### src/rtl/bcd_to_bin_converter.sv
// Sequential 4-digit packed-BCD to binary converter (reverse double-dabble).
// Each SHIFT cycle does one right shift of {bcd, bin} and then the per-nibble -3 fix-up.
module bcd_to_bin_converter #(
  parameter int unsigned BIN_WIDTH  = 13,
  parameter int unsigned ITERATIONS = 14
) (
  input  logic                 clock,
  input  logic                 reset,
  input  logic                 start,
  input  logic [3:0]           thousands,
  input  logic [3:0]           hundreds,
  input  logic [3:0]           tens,
  input  logic [3:0]           ones,
  output logic                 busy,
  output logic                 done,
  output logic [BIN_WIDTH-1:0] bin,
  output logic                 overflow,
  output logic                 error
);

  localparam logic [1:0] S_IDLE  = 2'd0;
  localparam logic [1:0] S_SHIFT = 2'd1;
  localparam logic [1:0] S_DONE  = 2'd2;

  localparam int unsigned       CNT_W    = (ITERATIONS > 1) ? $clog2(ITERATIONS) : 1;
  localparam logic [CNT_W-1:0]  CNT_LAST = CNT_W'(ITERATIONS - 1);

  logic [1:0]            r_state;
  logic [CNT_W-1:0]      r_cnt;
  logic [15:0]           r_bcd;
  logic [ITERATIONS-1:0] r_binreg;
  logic [BIN_WIDTH-1:0]  r_bin;
  logic                  r_overflow;
  logic                  r_error;

  logic                  w_bad_digit;
  logic [15:0]           w_bcd_next;
  logic [ITERATIONS-1:0] w_bin_next;

  assign w_bad_digit = (thousands > 4'd9) || (hundreds > 4'd9) ||
                       (tens > 4'd9) || (ones > 4'd9);

  // Shift first, then correct every nibble that came out at 8 or above.
  always_comb begin
    logic [15:0] w_bcd_sh;
    {w_bcd_sh, w_bin_next} = {1'b0, r_bcd, r_binreg[ITERATIONS-1:1]};
    w_bcd_next = w_bcd_sh;
    for (int unsigned i = 0; i < 4; i++) begin
      if (w_bcd_sh[4*i+3]) begin
        w_bcd_next[4*i +: 4] = w_bcd_sh[4*i +: 4] - 4'd3;
      end
    end
  end

  always_ff @(posedge clock or posedge reset) begin
    if (reset) begin
      r_state    <= S_IDLE;
      r_cnt      <= '0;
      r_bcd      <= '0;
      r_binreg   <= '0;
      r_bin      <= '0;
      r_overflow <= 1'b0;
      r_error    <= 1'b0;
    end else begin
      case (r_state)
        S_IDLE: begin
          if (start) begin
            r_bcd    <= {thousands, hundreds, tens, ones};
            r_binreg <= '0;
            r_cnt    <= '0;
            if (w_bad_digit) begin
              r_state    <= S_DONE;
              r_bin      <= '0;
              r_overflow <= 1'b0;
              r_error    <= 1'b1;
            end else begin
              r_state <= S_SHIFT;
            end
          end
        end
        S_SHIFT: begin
          r_bcd    <= w_bcd_next;
          r_binreg <= w_bin_next;
          r_cnt    <= r_cnt + 1'b1;
          if (r_cnt == CNT_LAST) begin
            r_state    <= S_DONE;
            r_bin      <= w_bin_next[BIN_WIDTH-1:0];
            r_overflow <= |w_bin_next[ITERATIONS-1:BIN_WIDTH];
            r_error    <= 1'b0;
          end
        end
        S_DONE:  r_state <= S_IDLE;
        default: r_state <= S_IDLE;
      endcase
    end
  end

  assign busy     = (r_state == S_SHIFT);
  assign done     = (r_state == S_DONE);
  assign bin      = r_bin;
  assign overflow = r_overflow;
  assign error    = r_error;

endmodule
### config.mk
export PLATFORM = sky130hd
export DESIGN_NAME = bcd_to_bin_converter
export DESIGN_NICKNAME = d
export VERILOG_FILES = /design/src/rtl/bcd_to_bin_converter.sv
export SDC_FILE = /design/constraint.sdc
export NUM_CORES = 1
export LEC_CHECK = 0
export BUFFER_PORTS_ARGS = -buffer_cell sky130_fd_sc_hd__buf_2
export CORE_MARGIN = 2
export CORE_UTILIZATION = 60
export DETAILED_ROUTE_END_ITERATION = 8
export PLACE_DENSITY = 0.82
export SLEW_MARGIN = 20
export SYNTH_ARGS = -nofsm -noshare
export SYNTH_HDL_FRONTEND = slang
export SYNTH_SLANG_ARGS = --single-unit
### constraint.sdc
create_clock -name clock -period 3.3 [get_ports clock]
set_input_delay 0.825 -clock clock [delete_from_list [all_inputs] [get_ports clock]]
set_output_delay 0.825 -clock clock [all_outputs]
set_load 0.1 [all_outputs]
==> impl_results.md <==
- Status: completed
- Hold Vio Cnt, Final: 0
- Worst-Margin Slew: between 0.8 and 0.9 ns
- Sequential-to-total area share from yosys stat: 52.7%
- CTS Hold Bufs: 0
- Critical Path End Type: output pin
- Worst setup margin: slightly above 0.7 ns
- Netlist Area Pre-Place: 0.00237 mm²
- Die H: about 67 µm
- Fin Setup TNS: 0 ns
- DR vias: roughly 1.7k
- Top-count cell post-synth: dfrtp_1
- Leak: 1.41 nW
- Final period utilization: between 70 and 80%
- RD Place Congestion: 0.828
- Worst Skew: 0.00935 ns
- Synth warn: 0
- Fin nets: roughly 270
- # DRC: 0
- Setup Fix Bufs, Post-CTS: 0
- Worst R2R End: bin[2]$_DFFE_PP0P_
- First-pass detailed-route iteration total: 4
- Clock latency at the later pin of the worst-skew pair: ~0.31 ns
- Multi-input gate area: 0.00101 mm²
- Slew HR: between 40 and 50%
- CP Data Required Time: between 2 and 2.5 ns
- Worst hold path type: flop to flop
- Register area: 0.00125 mm²
- Clock Sinks: 50
- FMAX: between 0.3 and 0.4 GHz
- Ant. Diodes: 0
- DR WL/cell: approximately 15 µm
- Vias in the first global route: approximately 1.6k
- Main synth FF type: dfrtp_1
- RSZ-0062 raised after global routing: false
- Detail Placement HPWL: 2850 µm
- Routed vias/inst: just under 6
- Final ANT Viol Nets: 0
- Critical Path AT: roughly 1.8 ns
- I/O Buffers: 35
- Flop2flop setup slack: about 1.6 ns
- Synth-to-Final Area Change: 10.6%
- First-pass GRT wire length: between 7000 and 8000 µm
- Root Buffer: clkbuf_8
- Worst VDD drop: approximately 0.40 mV
- Critical path, cell by cell: inv_2, nor2_1, buf_2
- Initial antenna violation count: 0
- Core area: ~0.0037 mm²
- Routed WL: between 4000 and 5000 µm
- Syn Area/Cell: about 11 µm²
- Crit path launch type: flop
- 1st-iter DRT viols: approximately 150
- Worst hold stages: 1
- CTS tree: built
- Final Slew Violations: 0
- Worst-path clk slew: roughly 0.090 ns
- R2R cell count: 4
- Post-CTS Resized: 0
- Placed instance area: between 0.002 and 0.003 mm²
- Synthesized net count: around 240
- Max FO, Critical Path: 16
- Asr flop ratio synth: between 90% and 100%
- I/O pins: 36
- Largest net degree at the start of global routing: between 50 and 60
- Post-synth EDFFs: 0
- Hold EP: bin[5]$_DFFE_PP0P_
- Cell area after layout: 0.00263 mm²
- Setup WS pre-CTS: between 1 and 1.5 ns
- Top-area cell type share of the netlist area: a little over half
- Final Util: ~70%
- Kind of critical path: flop to output pin
- Cell Rows: 22
- Die Span X: between 60 and 70 µm
- Yosys reg bits: 50
- Yosys cell types: 32
- Min Tclk post-route: 2.58 ns
- Post-synthesis cell count: ~210
- Starting density of the core: a little under two thirds
- Max-cap violations: 0
- Synth area leader: dfrtp_1
- Critical path's largest stage delay: 0.70 ns
- Reg-to-Reg Start: r_state[1]$_DFFE_PP0P_
- Die area: approximately 0.0045 mm²
- Grt ovf: 0
- Fill count: roughly 300
- Power per cell area: 690 mW/mm²
- Startpoint of the worst hold path: bin[5]$_DFFE_PP0P_
- Endpoints failing setup: 0
- Total GRT Usage: 22.8%
- Fraction of layout cells with a size suffix above 1: a little under a quarter
- Number of H-tree levels: 2
- TritonCTS buffer count: 5
- Max clock buf depth: 2
- CP max-delay cell: dfrtp_1
- Synth top cells by count: dfrtp_1 (50), a22o_1 (15), a21o_1 (14), and3_1 (14), a21oi_1 (13)
- Top post-synthesis cells by area: dfrtp_1 (53%), a22o_1 (5.5%), a21o_1 (4.4%), and3_1 (3.7%), o22a_1 (3.0%)
-- metal layers --
metal | global-route usage [%] | wire length, µm | share of wire, %
met1 | 33.0 | 2040 | 47
met2 | 32.9 | 2010 | 46
met3 | 6.08 | 207 | 4.8
met4 | 8.42 | 94 | 2.2
met5 | 0 | 0 | 0
-- area by class of cell --
| cell class | instances | area share [%] |
|---|---|---|
| clock inverters | 2 | 0.572 |
| flip-flops and latches | 50 | 47.7 |
| inverters | 6 | 0.906 |
| clock buffers | 5 | 2.62 |
| multi-input cells | 143 | 38.4 |
| well taps | 48 | 2.29 |
| repair buffers | 38 | 7.53 |
-- cell usage in the layout, fill, tap and decap left out, types with 6 or more instances in the layout --
master	count
a21o_1	14
a21oi_1	13
a22o_1	15
a31oi_1	9
and3_1	14
buf_2	35
dfrtp_1	50
nand2_1	10
nor2_1	10
nor2b_1	6
nor3b_1	8
o21ai_0	7
o22a_1	8
xnor2_1	6
-- cell families (layout without fill, tap and decap cells) --
logic type	after synthesis	count (layout)	synth area share (%)
AO/OA/AOI/OAI	74	74	22.9
XOR/XNOR	7	7	2.58
adder cells (fa/ha/maj)	5	5	2.64
buffers and inverters	21	51	4.80
flip-flops	50	50	52.7
multiplexers	4	4	1.74
AND/OR/NAND/NOR	53	53	12.7
-- sequential cells by signal, indices dropped and copies added, names as in the netlist --
| name | flops |
|---|---|
| r_state | 2 |
| r_cnt | 4 |
| bin | 13 |
| error | 1 |
| overflow | 1 |
| r_binreg | 13 |
| r_bcd | 16 |
-- stage by stage --
step / std cells / power [W] / hold WS [ns]
final: 292 / 0.00181 / 0.475
after global routing: 292 / 0.00194 / 0.493
after CTS: 292 / 0.00182 / 0.481
after detailed placement: 285 / 0.00147 / 0.460
after global placement: 285 / 0.00146 / 0.452
after floorplan: 214 / 0.00136 / 0.464
-- worst max-delay path: cells and delay by family (launching register included) --
kind / cells / cell delay [ns]
buffers and inverters: 2 / 0.61
flip-flops: 1 / 0.70
AND/OR/NAND/NOR: 1 / 0.13
-- worst max-delay path by stage --
| stage | start | to | slack (ns) | depth (start not counted) |
|---|---|---|---|---|
| 5_1_grt | r_state[1]$_DFFE_PP0P_ | done | 0.62 | 3 |
| 4_1_cts | r_state[1]$_DFFE_PP0P_ | done | 0.73 | 3 |
| 3_5_place_dp | r_state[1]$_DFFE_PP0P_ | done | 1.09 | 3 |
| 2_1_floorplan | r_state[0]$_DFFE_PP0P_ | done | 0.50 | 3 |
| 3_3_place_gp | r_state[1]$_DFFE_PP0P_ | done | 1.09 | 3 |
| 6_report | r_state[1]$_DFFE_PP0P_ | done | 0.72 | 3 |
-- power by group --
group          switching [W]  internal, W
registers           0.000134     0.000729
clock network       0.000200     0.000145
logic               0.000340     0.000263
No activity file was read; power rests on OpenSTA's default activity.
